## config.mk

```make
export PLATFORM = sky130hd
export DESIGN_NAME = channel_adder_tree_framed
export DESIGN_NICKNAME = d
export VERILOG_FILES = /design/src/rtl/channel_adder_tree_framed.sv
export SDC_FILE = /design/constraint.sdc
export NUM_CORES = 1
export LEC_CHECK = 0
export ABC_AREA = 0
export BUFFER_PORTS_ARGS = -buffer_cell sky130_fd_sc_hd__buf_4
export CAP_MARGIN = 0
export CORE_ASPECT_RATIO = 1.75
export CORE_MARGIN = 2
export CORE_UTILIZATION = 55
export DETAILED_ROUTE_END_ITERATION = 10
export GPL_TIMING_DRIVEN = 0
export PLACE_DENSITY = 0.76
export RECOVER_POWER = 25
export SLEW_MARGIN = 30
export SYNTH_ARGS = -nofsm -noshare
export SYNTH_HDL_FRONTEND = slang
export SYNTH_SLANG_ARGS = --single-unit
```

## constraint.sdc

```tcl
create_clock -name clk -period 3.8 [get_ports clk]
set_clock_uncertainty 0.2 [all_clocks]
set_input_delay 0.76 -clock clk [delete_from_list [all_inputs] [get_ports clk]]
set_output_delay 0.76 -clock clk [all_outputs]
set_load 0.005 [all_outputs]
```

## src/rtl/channel_adder_tree_framed.sv

```systemverilog
// Digit-serial multi-channel adder tree with word framing: LSB-first digits in,
// flush digits appended per word so carry growth always reaches the output.
module channel_adder_tree_framed #(
  parameter int INPUT_NUM = 8,
  parameter int DIGIT_W   = 2
) (
  input  logic                         clk,
  input  logic                         rst_n,
  input  logic                         clk_en,
  input  logic                         signed_mode,
  input  logic                         din_vld,
  output logic                         din_rdy,
  input  logic                         din_first,
  input  logic                         din_last,
  input  logic [INPUT_NUM*DIGIT_W-1:0] din,
  output logic [DIGIT_W-1:0]           dout,
  output logic                         dout_vld,
  output logic                         dout_first,
  output logic                         dout_last
);

  localparam int STAGE      = $clog2(INPUT_NUM);
  localparam int PAD        = 1 << STAGE;
  localparam int EXT_DIGITS = (STAGE + DIGIT_W - 1) / DIGIT_W;
  localparam int CNT_W      = (EXT_DIGITS > 1) ? $clog2(EXT_DIGITS) : 1;
  localparam int NODE_N     = 2 * PAD - 1;

  typedef enum logic [0:0] {
    ST_ACCEPT = 1'b0,
    ST_FLUSH  = 1'b1
  } state_t;

  state_t             r_state;
  state_t             w_state_nxt;
  logic [CNT_W-1:0]   r_cnt;
  logic [CNT_W-1:0]   w_cnt_nxt;
  logic               w_accept;
  logic               w_flush;
  logic               w_flush_last;
  logic               r_signed;
  logic [INPUT_NUM-1:0] r_msb;

  logic [PAD*DIGIT_W-1:0]    w_leaf;
  // Heap-ordered node bus: node i lives at slice i-1, children of i are 2i and 2i+1.
  logic [NODE_N*DIGIT_W-1:0] w_node;
  logic [STAGE:0]            w_vld;
  logic [STAGE:0]            w_fst;
  logic [STAGE:0]            w_lst;
  logic [STAGE:1]            r_vld;
  logic [STAGE:1]            r_fst;
  logic [STAGE:1]            r_lst;

  logic [DIGIT_W-1:0] r_dout;
  logic               r_dout_vld;
  logic               r_dout_first;
  logic               r_dout_last;

  assign w_accept = din_vld & din_rdy;

  // FSM state and flush counter register
  always_ff @(posedge clk or negedge rst_n) begin
    if (!rst_n) begin
      r_state <= ST_ACCEPT;
      r_cnt   <= '0;
    end else if (clk_en) begin
      r_state <= w_state_nxt;
      r_cnt   <= w_cnt_nxt;
    end
  end

  // FSM next-state logic
  always_comb begin
    w_state_nxt = r_state;
    w_cnt_nxt   = r_cnt;
    case (r_state)
      ST_ACCEPT: begin
        if (w_accept && din_last) begin
          w_state_nxt = ST_FLUSH;
          w_cnt_nxt   = CNT_W'(EXT_DIGITS - 1);
        end else begin
          w_state_nxt = ST_ACCEPT;
        end
      end
      ST_FLUSH: begin
        if (r_cnt == '0) begin
          w_state_nxt = ST_ACCEPT;
        end else begin
          w_cnt_nxt = r_cnt - CNT_W'(1);
        end
      end
      default: begin
        w_state_nxt = ST_ACCEPT;
        w_cnt_nxt   = '0;
      end
    endcase
  end

  // FSM outputs
  always_comb begin
    din_rdy      = 1'b0;
    w_flush      = 1'b0;
    w_flush_last = 1'b0;
    case (r_state)
      ST_ACCEPT: din_rdy = clk_en;
      ST_FLUSH: begin
        w_flush      = 1'b1;
        w_flush_last = (r_cnt == '0);
      end
      default: din_rdy = 1'b0;
    endcase
  end

  // Word mode and per-channel sign capture
  always_ff @(posedge clk or negedge rst_n) begin
    if (!rst_n) begin
      r_signed <= 1'b0;
      r_msb    <= '0;
    end else if (w_accept) begin
      if (din_first) r_signed <= signed_mode;
      if (din_last) begin
        for (int c = 0; c < INPUT_NUM; c++) begin
          r_msb[c] <= din[c*DIGIT_W + DIGIT_W - 1];
        end
      end
    end
  end

  // Stage-0 leaves: live digits, or sign/zero extension while flushing
  always_comb begin
    w_leaf = '0;
    for (int c = 0; c < INPUT_NUM; c++) begin
      if (w_flush) begin
        w_leaf[c*DIGIT_W +: DIGIT_W] = {DIGIT_W{r_signed & r_msb[c]}};
      end else begin
        w_leaf[c*DIGIT_W +: DIGIT_W] = din[c*DIGIT_W +: DIGIT_W];
      end
    end
  end

  assign w_node[NODE_N*DIGIT_W-1 -: PAD*DIGIT_W] = w_leaf;
  assign w_vld = {r_vld, w_accept | w_flush};
  assign w_fst = {r_fst, w_accept & din_first};
  assign w_lst = {r_lst, w_flush & w_flush_last};

  // Framing pipeline, one register per stage
  always_ff @(posedge clk or negedge rst_n) begin
    if (!rst_n) begin
      r_vld <= '0;
      r_fst <= '0;
      r_lst <= '0;
    end else if (clk_en) begin
      r_vld <= w_vld[STAGE-1:0];
      r_fst <= w_fst[STAGE-1:0];
      r_lst <= w_lst[STAGE-1:0];
    end
  end

  for (genvar i = 1; i < PAD; i++) begin : g_node
    localparam int UP = STAGE - $clog2(i + 1);
    logic [DIGIT_W-1:0] r_sum;
    logic               r_cy;
    logic [DIGIT_W:0]   w_add;

    // A word's first digit starts with a clear carry, so words never bleed into each other.
    assign w_add = {1'b0, w_node[(2*i-1)*DIGIT_W +: DIGIT_W]}
                 + {1'b0, w_node[(2*i)*DIGIT_W +: DIGIT_W]}
                 + {{DIGIT_W{1'b0}}, r_cy & ~w_fst[UP]};

    // Serial adder node
    always_ff @(posedge clk or negedge rst_n) begin
      if (!rst_n) begin
        r_sum <= '0;
        r_cy  <= 1'b0;
      end else if (clk_en && w_vld[UP]) begin
        {r_cy, r_sum} <= w_add;
      end
    end

    assign w_node[(i-1)*DIGIT_W +: DIGIT_W] = r_sum;
  end

  // Output register
  always_ff @(posedge clk or negedge rst_n) begin
    if (!rst_n) begin
      r_dout       <= '0;
      r_dout_vld   <= 1'b0;
      r_dout_first <= 1'b0;
      r_dout_last  <= 1'b0;
    end else if (clk_en) begin
      r_dout_vld   <= w_vld[STAGE];
      r_dout_first <= w_vld[STAGE] & w_fst[STAGE];
      r_dout_last  <= w_vld[STAGE] & w_lst[STAGE];
      if (w_vld[STAGE]) r_dout <= w_node[DIGIT_W-1:0];
    end
  end

  assign dout       = r_dout;
  assign dout_vld   = r_dout_vld;
  assign dout_first = r_dout_first;
  assign dout_last  = r_dout_last;

endmodule

```

=== After elaboration in Yosys (flattened, before gate mapping) ===
Cells that the tools add are included.

* Register bits after elaboration: 46
* Input bits: 23
* Output and inout bits: 6
* Word-level logic and storage cells: 92

* Add/subtract/negate cells: 15
* Eq/ne operators: 1
* Mux-type cells: 17
* Bitwise gates (word level): 26
* Reductions and logical operators: 8

{| class="wikitable"
|+ Operators by type and width
! kind !! count
|-
| $add 2x2->3 || 7
|-
| $add 3x1->3 || 7
|-
| $and 1x1->1 || 20
|-
| $mux 2 || 8
|-
| $reduce_and 2->1 || 4
|-
| $mux 1 || 7
|-
| $not 1->1 || 5
|-
| $logic_and 1x1->1 || 4
|-
| $pmux 1 s2 || 2
|-
| $ne 2x2->1 const B || 1
|-
| $or 1x1->1 || 1
|-
| $sub 1x1->1 const B || 1
|}

=== Logic depth before layout (Yosys ltp) ===
* Depth in word-level cells: 6
* Mapped depth: 8
* Gate-level depth less buffers: 6

=== Least setup slack after synthesis ===
No wires, ideal clock.

* Path type: input -> register
* Start point: input clk_en
* End point: register g_node[4].r_sum[1]
* Library setup time: 0.079 ns
* Arrival time: 2.120 ns
* Required time: 3.521 ns
* Setup slack: 1.401 ns
* Cell stages on the path: 7
* Path buffers: 1
* Cells stage by stage: buf_4 nand4b_4 and2_1 fa_1 inv_1 fa_1 mux2i_1

* Cells in the longest elaborated chain, start to end: 6
* Elaborated cells between the ends (all ways): 8
* Those cells by class: add/sub: 1; mux: 1; bitwise: 5; reduce/logical: 1

{| class="wikitable"
|+ RTL lines
! item !! RTL line !! RTL
|-
| start, declared || 9 || <nowiki>input logic clk_en,</nowiki>
|-
| $mux 1 || 103 || <nowiki>case (r_state)</nowiki>
|-
| $and 1x1->1 || 58 || <nowiki>assign w_accept = din_vld & din_rdy;</nowiki>
|-
| $and 1x1->1 || 142 || <nowiki>assign w_fst = {r_fst, w_accept & din_first};</nowiki>
|-
| $not 1->1 || 167 || <nowiki>+ {{DIGIT_W{1'b0}}, r_cy & ~w_fst[UP]};</nowiki>
|-
| $and 1x1->1 || 167 ||
|-
| $add 3x1->3 || 167 ||
|-
| end signal, assigned || 175 || <nowiki>{r_cy, r_sum} <= w_add;</nowiki>
|-
| end, declared || 160 || <nowiki>logic [DIGIT_W-1:0] r_sum;</nowiki>
|}

Parallel ways exist; a longest one is shown, timed or not.
A chain may end at the register's enable or synchronous reset.

=== Final worst setup path ===
* Start point: register r_state
* End point: register g_node[6].r_sum[1]

* Cells in the longest elaborated chain, start to end: 6
* Elaborated cells between the ends (all ways): 12
* Those cells by class: add/sub: 2; mux: 4; bitwise: 5; reduce/logical: 1

{| class="wikitable"
|+ RTL lines
! item !! RTL line !! RTL
|-
| start, declared || 33 || <nowiki>state_t r_state;</nowiki>
|-
| start signal, assigned || 66 || <nowiki>r_state <= w_state_nxt;</nowiki>
|-
| branches (longest 6 deep; another with $add 2x2->3) || - ||
|-
| end signal, assigned || 175 ||
|-
| end, declared || 160 ||
|}

Parallel ways; which one is timed is not known.

==> results_dict.tcl <==
set metrics [dict create \
    power_leakage_uw 0.00134 \
    dpl.hpwl_um 3000 \
    finalPower_uw 1780 \
    synth_cell_type_count 23 \
    grt_start_max_net_pins 47 \
    cts.repair.resized 0 \
    crit_path_end "g_node[6].r_sum[1]" \
    cts-root-buf "clkbuf_8" \
    grt_antenna_before_repair 0 \
    crit_arrival_ns 2.45 \
    critPathRequiredTime_ns 3.78 \
    layout.cells.most_common "dfrtp_1" \
    yosys.area.top_type "dfrtp_1" \
    dp.cells 267 \
    drc_errors 0 \
    worst-setup-path-type "reg -> reg" \
    rows 31 \
    die_w_um 53.0 \
    synthesis.nets 228 \
    cts_inserted_buffers 5 \
    ys_ff_latch 46 \
    end_kind "register" \
    htreeDepth 2 \
    worstMarginPinSlew_ns 0.571 \
    grt_pass1_vias 1575 \
    instances_no_fill 275 \
    place_congestion 0.743 \
    worst_slack_ns 1.33 \
    path_clk_slew_ns 0.09 \
    wirelength_um 4030 \
    synthCells 191 \
    r2r_start "r_state" \
    clk_path_buf_depth 2 \
    hold_buffers 0 \
    port_buffers 27 \
    ir_worst_vdd_mv 0.481 \
    min_path_type "in -> async" \
    whs_ns 0.252 \
    critical_path.max_fanout 10 \
    diodes 0 \
    cts_tree "built" \
    period_share 0.651 \
    fillers 345 \
    ios 29 \
    via_per_inst 5.26 \
    synth_top_area_frac 0.498 \
    wl_per_cell_um 14.6 \
    initial_core_util 0.567 \
    cts.sinks 46 \
    ys_seq_area_frac 0.498 \
    setup_viol 0 \
    finalSetupTns_ns 0 \
    final_layout_size_suffix_gt1_frac 0.279 \
    avgSynthCellArea_um2 12.1 \
    maxCapViolCount 0 \
    hold_viol 0 \
    drt-pass1-iter-count 4 \
    r2r_cells 7 \
    seqCellArea_um2 1150 \
    via_count 1446 \
    clk_latency_ns 0.30 \
    reg2reg_slack_ns 1.33 \
    power.density_nw_per_um2 665 \
    fin_nets 262 \
    area_growth_pct 16.1 \
    max_freq_mhz 404 \
    status "finished clean" \
    die_area_um2 4750 \
    min_period_ns 2.47 \
    synth-warning-count 0 \
    die_h_um 89.7 \
    ant_nets 0 \
    start_kind "register" \
    critPathLaunch "r_state" \
    synth.cell_area_um2 2310 \
    rr_endpoint "g_node[6].r_sum[1]" \
    grt_overflow 0 \
    rsz0062_at_grt "false" \
    relSlewSlack 0.619 \
    first_iter_violations 26 \
    multi_input_area_um2 992 \
    place_ws_ns 1.24 \
    synth_area_leaders "dfrtp_1 (50%), fa_1 (12%), mux2_2 (9.8%), mux2i_1 (5.2%), inv_1 (5.2%)" \
    final_cell_mix "dfrtp_1 (46), inv_1 (32), buf_4 (28)" \
    cts_setup_buffers 0 \
    grt_first_pass_wirelength_um 7040 \
    coreArea_um2 4070 \
    slew_viol_final 0 \
    grt_usage 0.200 \
]
-- Yosys cell counts, drive strengths merged --
master	n
nor2	1
clkbuf	2
o2bb2ai	2
and2	3
nand4b	2
and3	2
buf	6
a21boi	6
nand3	6
nand2	6
fa	14
a31oi	4
dfrtp	46
nor2b	4
inv	32
mux2i	12
a22o	1
a21oi	8
o21ai	14
mux2	20
-- flip-flops by register name, summed over array words and instances, names as in the netlist, 2 cells and up --
register	count
r_lst	3
g_node.r_sum	14
r_fst	3
r_vld	3
r_msb	8
g_node.r_cy	7
dout	2
-- power breakdown --
group,leakage [uW],total [uW],switching (uW),internal (uW)
Sequential,0.000558,777,97.9,679
Clock,0.0000579,354,160,194
Combinational,0.000722,652,325,327
-- cell type report --
type | instances | share of cell area
Clock inverter | 3 | 0.0149
Multi-Input combinational cell | 105 | 0.370
Sequential cell | 46 | 0.429
Buffer | 8 | 0.0173
Inverter | 32 | 0.0448
Timing Repair Buffer | 27 | 0.0756
Clock buffer | 5 | 0.0257
Tap cell | 49 | 0.0229
-- kinds of logic (layout without fill, tap and decap cells) --
logic type               count (synthesis)  in the layout  synth area share
AND/OR/NAND/NOR                         24             24            0.0693
AO/OA/AOI/OAI                           35             35            0.0894
multiplexers                            32             32             0.150
flip-flops                              46             46             0.498
adder cells (fa/ha/maj)                 14             14             0.121
buffers and inverters                   40             75            0.0721
-- worst max-delay path: stages (launching register included) --
cell and delay [ns]:
dfrtp_1 0.40, buf_2 0.19, inv_1 0.08, clkbuf_1 0.33
a21oi_1 0.16, fa_1 0.45, fa_1 0.49, mux2i_1 0.06
-- worst min-delay path by stage --
stage          cells past startpoint            endpoint  slack, ns  startpoint
6_report                           1             dout[1]       0.25       rst_n
4_1_cts                            1             dout[0]       0.27       rst_n
3_5_place_dp                       2            r_lst[3]       0.27    r_lst[2]
5_1_grt                            1  g_node[5].r_sum[1]       0.30       rst_n
2_1_floorplan                      2            r_lst[3]       0.25    r_lst[2]
3_3_place_gp                       2            r_lst[3]       0.27    r_lst[2]
-- stage by stage --
step / utilization / cell area [um2]
after global placement: 0.632 / 2570
final: 0.659 / 2680
after floorplan: - / 2310
after global routing: 0.659 / 2680
after CTS: 0.659 / 2680
after detailed placement: 0.632 / 2570
-- layer usage --
metal,wire [um],global-route usage,vias to the layer above
li1,-,-,696
met1,1500,0.226,717
met2,2360,0.366,27
met3,115,0.0349,6
met4,55,0.0577,0
met5,0,0,-
Power figures use the tool's default switching activity.
